[config.mk]
export PLATFORM = sky130hd
export DESIGN_NAME = guess_entry
export DESIGN_NICKNAME = d
export VERILOG_FILES = /design/src/rtl/game_pkg.sv /design/src/rtl/digit_counter.sv /design/src/rtl/guess_entry.sv
export SDC_FILE = /design/constraint.sdc
export NUM_CORES = 1
export LEC_CHECK = 0
export BUFFER_PORTS_ARGS = -buffer_cell sky130_fd_sc_hd__buf_2
export CAP_MARGIN = 25
export CORE_AREA = 2 2 64 90
export CTS_CLUSTER_DIAMETER = 200
export DETAILED_ROUTE_END_ITERATION = 12
export DIE_AREA = 0 0 66 92
export SLEW_MARGIN = 40
export SYNTH_ARGS = -nofsm -noshare
export SYNTH_HDL_FRONTEND = slang
export SYNTH_SLANG_ARGS = --single-unit
[constraint.sdc]
create_clock -name clk -period 1.5 [get_ports clk]
set_input_delay 0.15 -clock clk [delete_from_list [all_inputs] [get_ports clk]]
set_output_delay 0.15 -clock clk [all_outputs]
set_load 0.01 [all_outputs]
[src/rtl/game_pkg.sv]
`default_nettype none
// ============================================================================
// Module      : game_pkg
// Description : Shared digit width, default radix and guess-entry FSM states.
// Revision    : 1.0 - initial release
// ============================================================================
package game_pkg;

    localparam int DIGIT_W       = 4;
    localparam int DEFAULT_RADIX = 10;

    typedef enum logic [1:0] {
        EDIT    = 2'd0,
        PENDING = 2'd1,
        LOCKED  = 2'd2
    } entry_state_t;

endpackage : game_pkg
`default_nettype wire

[src/rtl/digit_counter.sv]
`default_nettype none
// ============================================================================
// Module      : digit_counter
// Description : One modulo-RADIX digit with edge-detected inc/dec buttons.
//               Decrement exists only when GUESS_ENTRY_DEC_EN is defined.
// Revision    : 1.0 - initial release
// ============================================================================
module digit_counter
    import game_pkg::*;
#(
    parameter int RADIX = DEFAULT_RADIX
) (
    input  logic               clk,
    input  logic               restart,
    input  logic               inc_btn,
    input  logic               dec_btn,
    input  logic               enable,
    input  logic               edit_en,
    input  logic               hold,
    output logic [DIGIT_W-1:0] value
);

    localparam logic [DIGIT_W-1:0] c_MAX = DIGIT_W'(RADIX - 1);
    localparam logic [DIGIT_W-1:0] c_ONE = DIGIT_W'(1);

    logic               r_inc_prev;
    logic               r_inc_arm;
    logic               r_inc_pls;
    logic               w_dec_pls;
    logic [DIGIT_W-1:0] r_value;
    logic [DIGIT_W-1:0] w_next;

    // The arm bit stays clear until the button is seen low, so a button held
    // through restart cannot produce a press when restart drops.
    always_ff @(posedge clk) begin
        if (restart) begin
            r_inc_prev <= 1'b0;
            r_inc_arm  <= ~inc_btn;
            r_inc_pls  <= 1'b0;
        end else begin
            r_inc_prev <= inc_btn;
            r_inc_arm  <= r_inc_arm | ~inc_btn;
            r_inc_pls  <= inc_btn & ~r_inc_prev & r_inc_arm;
        end
    end

`ifdef GUESS_ENTRY_DEC_EN
    logic r_dec_prev;
    logic r_dec_arm;
    logic r_dec_pls;

    always_ff @(posedge clk) begin
        if (restart) begin
            r_dec_prev <= 1'b0;
            r_dec_arm  <= ~dec_btn;
            r_dec_pls  <= 1'b0;
        end else begin
            r_dec_prev <= dec_btn;
            r_dec_arm  <= r_dec_arm | ~dec_btn;
            r_dec_pls  <= dec_btn & ~r_dec_prev & r_dec_arm;
        end
    end

    assign w_dec_pls = r_dec_pls;

    always_comb begin
        w_next = r_value;
        if (r_inc_pls && !w_dec_pls) begin
            w_next = (r_value == c_MAX) ? '0 : r_value + c_ONE;
        end else if (w_dec_pls && !r_inc_pls) begin
            w_next = (r_value == '0) ? c_MAX : r_value - c_ONE;
        end
    end
`else
    logic w_unused_dec;
    assign w_unused_dec = dec_btn;
    assign w_dec_pls    = 1'b0;

    always_comb begin
        w_next = r_value;
        if (r_inc_pls) begin
            w_next = (r_value == c_MAX) ? '0 : r_value + c_ONE;
        end
    end
`endif

    always_ff @(posedge clk) begin
        if (restart) begin
            r_value <= '0;
        end else if (!hold) begin
            if (!enable) begin
                r_value <= '0;
            end else if (edit_en) begin
                r_value <= w_next;
            end
        end
    end

    assign value = r_value;

endmodule : digit_counter
`default_nettype wire

[src/rtl/guess_entry.sv]
`default_nettype none
// ============================================================================
// Module      : guess_entry
// Description : Multi-digit guess editor with confirm/ack handshake and lock.
//               Optional decrement buttons via GUESS_ENTRY_DEC_EN.
// Revision    : 1.0 - initial release
// ============================================================================
module guess_entry
    import game_pkg::*;
#(
    parameter int NUM_DIGITS = 3,
    parameter int RADIX      = DEFAULT_RADIX,
    parameter int CNT_W      = 8
) (
    input  logic                            clk,
    input  logic                            restart,
    input  logic [$clog2(NUM_DIGITS+1)-1:0] max_digits,
    input  logic [NUM_DIGITS-1:0]           inc_btn,
    input  logic [NUM_DIGITS-1:0]           dec_btn,
    input  logic                            confirm,
    input  logic                            lock,
    input  logic                            guess_ack,
    output logic [NUM_DIGITS*DIGIT_W-1:0]   display_digits,
    output logic [NUM_DIGITS*DIGIT_W-1:0]   guess_digits,
    output logic                            guess_valid,
    output logic [CNT_W-1:0]                guess_count,
    output logic [1:0]                      state
);

    localparam int MD_W = $clog2(NUM_DIGITS + 1);

    entry_state_t                    r_state;
    entry_state_t                    w_cur_state;
    entry_state_t                    w_next_state;
    logic                            w_capture;
    logic                            w_count_inc;
    logic                            w_frozen;
    logic                            w_edit_en;
    logic [NUM_DIGITS-1:0]           w_en;
    logic [NUM_DIGITS*DIGIT_W-1:0]   w_display;
    logic [NUM_DIGITS*DIGIT_W-1:0]   r_guess;
    logic                            r_valid;
    logic [CNT_W-1:0]                r_count;
    logic                            r_cfm_prev;
    logic                            r_cfm_arm;
    logic                            r_cfm_pls;

    // The unused encoding behaves exactly like EDIT.
    assign w_cur_state = (r_state == entry_state_t'(2'd3)) ? EDIT : r_state;
    assign w_frozen    = lock | (w_cur_state == LOCKED);
    assign w_edit_en   = !lock && (w_cur_state == EDIT);

    for (genvar i = 0; i < NUM_DIGITS; i++) begin : g_digit
        assign w_en[i] = (max_digits > MD_W'(i));

        digit_counter #(
            .RADIX   (RADIX)
        ) u_digit (
            .clk     (clk),
            .restart (restart),
            .inc_btn (inc_btn[i]),
            .dec_btn (dec_btn[i]),
            .enable  (w_en[i]),
            .edit_en (w_edit_en),
            .hold    (w_frozen),
            .value   (w_display[i*DIGIT_W +: DIGIT_W])
        );
    end

    always_ff @(posedge clk) begin
        if (restart) begin
            r_cfm_prev <= 1'b0;
            r_cfm_arm  <= ~confirm;
            r_cfm_pls  <= 1'b0;
        end else begin
            r_cfm_prev <= confirm;
            r_cfm_arm  <= r_cfm_arm | ~confirm;
            r_cfm_pls  <= confirm & ~r_cfm_prev & r_cfm_arm;
        end
    end

    always_comb begin
        w_next_state = w_cur_state;
        w_capture    = 1'b0;
        w_count_inc  = 1'b0;
        if (lock) begin
            w_next_state = LOCKED;
        end else begin
            case (w_cur_state)
                EDIT: begin
                    if (r_cfm_pls) begin
                        w_next_state = PENDING;
                        w_capture    = 1'b1;
                    end
                end
                PENDING: begin
                    if (guess_ack) begin
                        w_next_state = EDIT;
                        w_count_inc  = 1'b1;
                    end
                end
                LOCKED: begin
                    w_next_state = EDIT;
                end
                default: begin
                    w_next_state = EDIT;
                end
            endcase
        end
    end

    // Capture uses the pre-edit display; digit edits in the same cycle still land.
    always_ff @(posedge clk) begin
        if (restart) begin
            r_state <= EDIT;
            r_guess <= '0;
            r_valid <= 1'b0;
            r_count <= '0;
        end else begin
            r_state <= w_next_state;
            if (lock) begin
                r_valid <= 1'b0;
            end else if (w_capture) begin
                r_guess <= w_display;
                r_valid <= 1'b1;
            end else if (w_count_inc) begin
                r_valid <= 1'b0;
                if (r_count != '1) begin
                    r_count <= r_count + CNT_W'(1);
                end
            end
        end
    end

    assign display_digits = w_display;
    assign guess_digits   = r_guess;
    assign guess_valid    = r_valid;
    assign guess_count    = r_count;
    assign state          = w_cur_state;

endmodule : guess_entry
`default_nettype wire

Yosys cells after proc, flatten, opt, wreduce, memory -nomap -nowiden:

Index checks and enable logic that the tools add are counted.

* register bits after elaboration: 47
* input port bits: 13
* output and inout port bits: 35
* word-level logic and storage cells: 103

* $add $sub $neg: 4
* $lt $le $gt $ge: 3
* eq/ne operators: 13
* mux-type cells: 29
* bitwise operators: 24
* reductions and logical operators: 10

Operator list (number)
* 4-bit two-way mux: 12
* 4-bit by 1-bit adder with 4-bit output, second input constant: 3
* 4-bit == test, second input constant: 3
* 1-bit two-way mux: 12
* 2-bit != test, second input constant: 6
* 1-bit NOT: 11
* 3-bit AND reduction: 3
* 8-bit by 1-bit adder with 8-bit output, second input constant: 1
* 1-bit AND: 8
* 2-bit two-way mux: 4
* 8-bit != test, second input constant: 1
* 1-bit bitwise OR: 5
* 2-bit == test, second input constant: 2
* 2-bit by 1-bit greater-than comparator with 1-bit output, second input constant: 2
* 2-bit one-hot mux with 2 select lines: 1
* 4-bit AND reduction: 1
* 2-bit by 1-bit == test with 1-bit output, second input constant: 1
* 2-bit greater-than comparator, second input constant: 1
* 2-bit logical NOT: 1
* 2-bit AND reduction: 1
* 2-bit nonzero test: 1
* 2-bit OR reduction: 1
* 1-bit logical AND: 1
* 1-bit logical NOT: 1

Logic depth before layout (Yosys ltp):

* depth in word-level cells: 7
* gate-level depth with buffers: 7

By module:

A second synthesis with hierarchy kept.

* cell total of the unflattened synthesis: 232
* area, all modules: 2138.3 um^2

Modules (own cells, without submodules)
* guess_entry: instances 1, cells an instance 130, area an instance 1139.8 um^2, seq. area each 520.5 um^2
* digit_counter: instances 3, cells an instance 34, area an instance 332.8 um^2, seq. area each 140.1 um^2

Worst setup path before layout:

OpenSTA, ideal clock, no wires.

* kind: reg2reg
* start point: register r_state[0]
* end point: register r_count[5] (netlist: guess_count[5])
* setup time: 91 ps
* arrival time: 1559 ps
* required time: 1409 ps
* setup slack: -150 ps
* stages on the path, launching flop included: 7
* path buffers: 0
* period minus slack after synthesis: 1650 ps
* path through: dfxtp_1 -> inv_1 -> ha_1 -> and2_1 -> and4bb_2 -> a31oi_1 -> a311oi_1

* longest elaborated chain between the ends: 7

RTL lines
* start, declared: RTL line guess_entry.sv:32 `entry_state_t r_state;`
* start signal, assigned: RTL line guess_entry.sv:120 `r_state <= w_next_state;`
* 2-bit == test: RTL line guess_entry.sv:49 `assign w_cur_state = (r_state == entry_state_t'(2'd3)) ? EDIT : r_state;`
* 2-bit two-way mux *: RTL line guess_entry.sv:49
* 2-bit logical NOT: RTL line guess_entry.sv:89 `case (w_cur_state)`
* 1-bit two-way mux: RTL line guess_entry.sv:89
* 1-bit two-way mux: RTL line guess_entry.sv:86 `if (lock) begin`
* 1-bit NOT (no line)
* 4-bit AND reduction (no line) *
* end signal, assigned: RTL line guess_entry.sv:129 `r_count <= r_count + CNT_W'(1);`
* end, declared: RTL line guess_entry.sv:43 `logic [CNT_W-1:0] r_count;`

Mark *: on every way between the ends. The rest lies on a longest branch, timed or not.
A chain may end at the register's enable or synchronous reset.

Final worst setup path:

* start point: register r_state[0]
* end point: register g_digit[2].u_digit.r_value[3]

* longest elaborated chain between the ends: 6

RTL lines
* 2-bit == test: RTL line guess_entry.sv:49
* 2-bit two-way mux *: RTL line guess_entry.sv:49
* 2-bit logical NOT / 2-bit == test (equally long branches): RTL line guess_entry.sv:51, guess_entry.sv:50
* 1-bit logical AND / 1-bit bitwise OR (equally long branches): RTL line guess_entry.sv:51, guess_entry.sv:50
* 2-bit != test (no line) / 1-bit NOT (equally long branches)
* 3-bit AND reduction (no line) *
* end signal, assigned: RTL line digit_counter.sv:94 `r_value <= w_next;`
* end, declared: RTL line digit_counter.sv:30 `logic [DIGIT_W-1:0] r_value;`

Marked as above.

==> results.sh <==
export IMPL_hold_viol=0
export IMPL_fin_setup_tns_ps=-34.1
export IMPL_port_buffers=44
export IMPL_antenna_found_initial=0
export IMPL_root_buffer="clkbuf_8"
export IMPL_drtIter0Drc=81
export IMPL_ys_async_sr_fraction_pct=0
export IMPL_drive_above_1_share_pct=34.9
export IMPL_rows=32
export IMPL_p_leak_uw=0.00121
export IMPL_final_max_slew_violation_count=0
export IMPL_insertion_delay_ps=300
export IMPL_io_pins=48
export IMPL_crit_slowest_cell="or4_1"
export IMPL_place_gp_congestion=0.803
export IMPL_vias=1757
export IMPL_dp_cells=337
export IMPL_arrival_ps=1750
export IMPL_synth_seq_cells=47
export IMPL_initial_core_util_pct=38.1
export IMPL_met1_usage_pct=17.0
export IMPL_drtAntennaViolNets=0
export IMPL_grt_max_degree=27
export IMPL_busiest_layer="met2"
export IMPL_setup_worst_path_start_class="flip-flop"
export IMPL_grt_first_pass_wirelength_um=7130
export IMPL_detail_route_wl_per_cell_um=12.0
export IMPL_finalCritPeriodShare_pct=101
export IMPL_synth_top_flop_cell="dfxtp_1"
export IMPL_track_usage_pct=15.1
export IMPL_path_cells="inv_2 -> ha_4 -> and2_4 -> o21ai_2 -> or4_1 -> a21oi_1"
export IMPL_viasPerCell=5.03
export IMPL_utilization_pct=49.8
export IMPL_area_delta_synth_final_pct=30.8
export IMPL_max_freq_mhz=659
export IMPL_clockBufferDepth=2
export IMPL_regToRegStartpoint="r_state[0]$_SDFF_PP0_"
export IMPL_firstDrtPassIters=6
export IMPL_dpl_hpwl_um=3010
export IMPL_syn_area_per_cell_um2=9.46
export IMPL_grt_overflow_total=0
export IMPL_status="finished, violations left"
export IMPL_dieArea_mm2=0.00607
export IMPL_synth_edff_count=0
export IMPL_period_needed_ps=1520
export IMPL_fp_dieW_um=66
export IMPL_syn_inst=216
export IMPL_fillers=532
export IMPL_first_global_vias=1665
export IMPL_die_height_um=92
export IMPL_rsz0062_at_grt="true"
export IMPL_hold_path_class="primary input to flip-flop"
export IMPL_syn_nets=240
export IMPL_power_density_mw_per_mm2=852
export IMPL_core_area_mm2=0.00537
export IMPL_yosysSeqAreaShare_pct=46.1
export IMPL_nNetsFinal=304
export IMPL_ctsHoldBuffers=0
export IMPL_cp_max_fo=6
export IMPL_fin_skew_ps=5.64
export IMPL_drc=0
export IMPL_htree_levels=2
export IMPL_violations="setup timing"
export IMPL_r2r_setup_slack_ps=-20
export IMPL_stdcell_count=349
export IMPL_crit_end="g_digit[2].u_digit.value[3]$_SDFFE_PP0P_"
export IMPL_ys_warn_count=0
export IMPL_use_met3_pct=4.05
export IMPL_cts_sinks=47
export IMPL_worstSetupStartpoint="r_state[0]$_SDFF_PP0_"
export IMPL_clkTransAtPathRegs_ps=80
export IMPL_critPathMaxStageDelay_ps=470
export IMPL_netlist_area_mm2=0.00204
export IMPL_rr_endpoint="g_digit[2].u_digit.value[3]$_SDFFE_PP0P_"
export IMPL_cap_violations=0
export IMPL_crit_path_end_kind="flip-flop"
export IMPL_cts_tree="yes"
export IMPL_wirelength_um=4170
export IMPL_holdWs_ps=37.5
export IMPL_cp_required_ps=1740
export IMPL_met2_usage_pct=26.0
export IMPL_reg2reg_depth=6
export IMPL_setup_viol=2
export IMPL_setup_ws_ps=-17.4
export IMPL_synth_cell_type_count=42
export IMPL_tightestPinTransition_ps=458
export IMPL_relSlewSlack_pct=69.5
export IMPL_crit_type="flip-flop to flip-flop"
export IMPL_ir_drop_uv=535
export IMPL_antennaDiodeCount=0
export IMPL_cts_buffers=5
## critical path, delay by kind of cell, from the launching register on
family          cells  cell delay, ps
compound gates      2             180
flops               1             340
simple gates        2             610
fa+ha+maj           1             290
buf+inv             1              50
## area by class of cell
class                   instances  area (µm²)  share of cell area [%]
repair buffers                 64         383                    14.3
inverters                      12        45.0                    1.69
flip-flops and latches         47         943                    35.3
multi-input cells             150        1120                    41.8
clock buffers                   8         100                    3.75
well taps                      68        85.1                    3.18
## logic make-up (layout without fill, tap and decap cells)
group | after synthesis | count (layout) | synth area share, %
and+or+nand+nor | 83 | 83 | 23.1
DFF | 47 | 47 | 46.1
AOI/OAI and AO/OA | 42 | 42 | 13.5
adders and majority gates | 11 | 11 | 6.74
muxes | 14 | 14 | 6.92
buffers and inverters | 19 | 84 | 3.67
## per-layer routing
layer  routed length [µm]  vias up
li1                     -      908
met5                    0        -
met2                 2070       32
met4                   88        0
met3                  155        6
met1                 1860      811
## power breakdown
group | switching, µW | total [µW] | internal [µW] | leakage, µW
Sequential | 12.9 | 1280 | 1270 | 0.000383
Combinational | 91.6 | 168 | 75.9 | 0.000773
Clock | 405 | 826 | 421 | 0.0000515
## stage by stage
stage / area, µm² / worst slack, ps / total power [µW]
2_1_floorplan: 2060 / -4.18 / 1400
3_3_place_gp: 2470 / -60.6 / 1470
3_5_place_dp: 2470 / -112 / 1470
4_1_cts: 2630 / -24.5 / 2310
5_1_grt: 2670 / -92.7 / 2380
6_report: 2670 / -17.4 / 2280
## Yosys cell counts, drive strengths merged, types with 3 or more instances
cell,instances,area (µm²)
a21oi,7,35.0
a31oi,7,43.8
and2,6,37.5
clkbuf,6,22.5
dfxtp,47,941
ha,11,138
inv,12,45.0
mux2i,13,130
nand2,11,43.8
nand2b,3,18.8
nand3,8,40.0
nand3b,3,22.5
nor2,20,90.1
nor2b,7,43.8
nor3,4,20.0
nor3b,4,30.0
o21ai,10,57.6
o31ai,5,37.5
or3,3,18.8
## flip-flops by register name, summed over array words and instances (netlist names)
register,count
guess_valid,1
r_cfm_pls,1
g_digit.u_digit.r_inc_arm,3
r_state,2
guess_digits,12
g_digit.u_digit.value,12
r_cfm_arm,1
r_cfm_prev,1
g_digit.u_digit.r_inc_pls,3
g_digit.u_digit.r_inc_prev,3
guess_count,8
## how the worst min path moves through the flow
stage          startpoint                                   end  slack [ps]  cells after the start
3_3_place_gp   inc_btn[0]  g_digit[0].u_digit.r_inc_arm$_DFF_P_         340                      2
4_1_cts           confirm                     r_cfm_arm$_DFF_P_          30                      2
6_report          confirm                     r_cfm_arm$_DFF_P_          40                      2
5_1_grt        inc_btn[1]  g_digit[1].u_digit.r_inc_arm$_DFF_P_          20                      2
3_5_place_dp   inc_btn[0]  g_digit[0].u_digit.r_inc_arm$_DFF_P_         340                      2
2_1_floorplan        lock                 r_state[0]$_SDFF_PP0_         220                      1
## placed cells by master (no fill, tap or decap), drive strengths merged, types with 4 or more instances in the layout
cell and instances:
a21oi 7, a31oi 7, and2 6, buf 64, clkbuf 8, dfxtp 47, ha 11, inv 12
mux2i 13, nand2 11, nand3 8, nor2 20, nor2b 7, nor3 4, nor3b 4, o21ai 10
o31ai 5
## what timing repair did
action	in CTS	in global routing
gates resized for setup	9	9
setup buffers	3	1
gates cloned	0	0
pin swaps	15	5
hold endpoints to repair	0	0
endpoints found under the setup margin	8	13
Power figures use the tool's default switching activity.
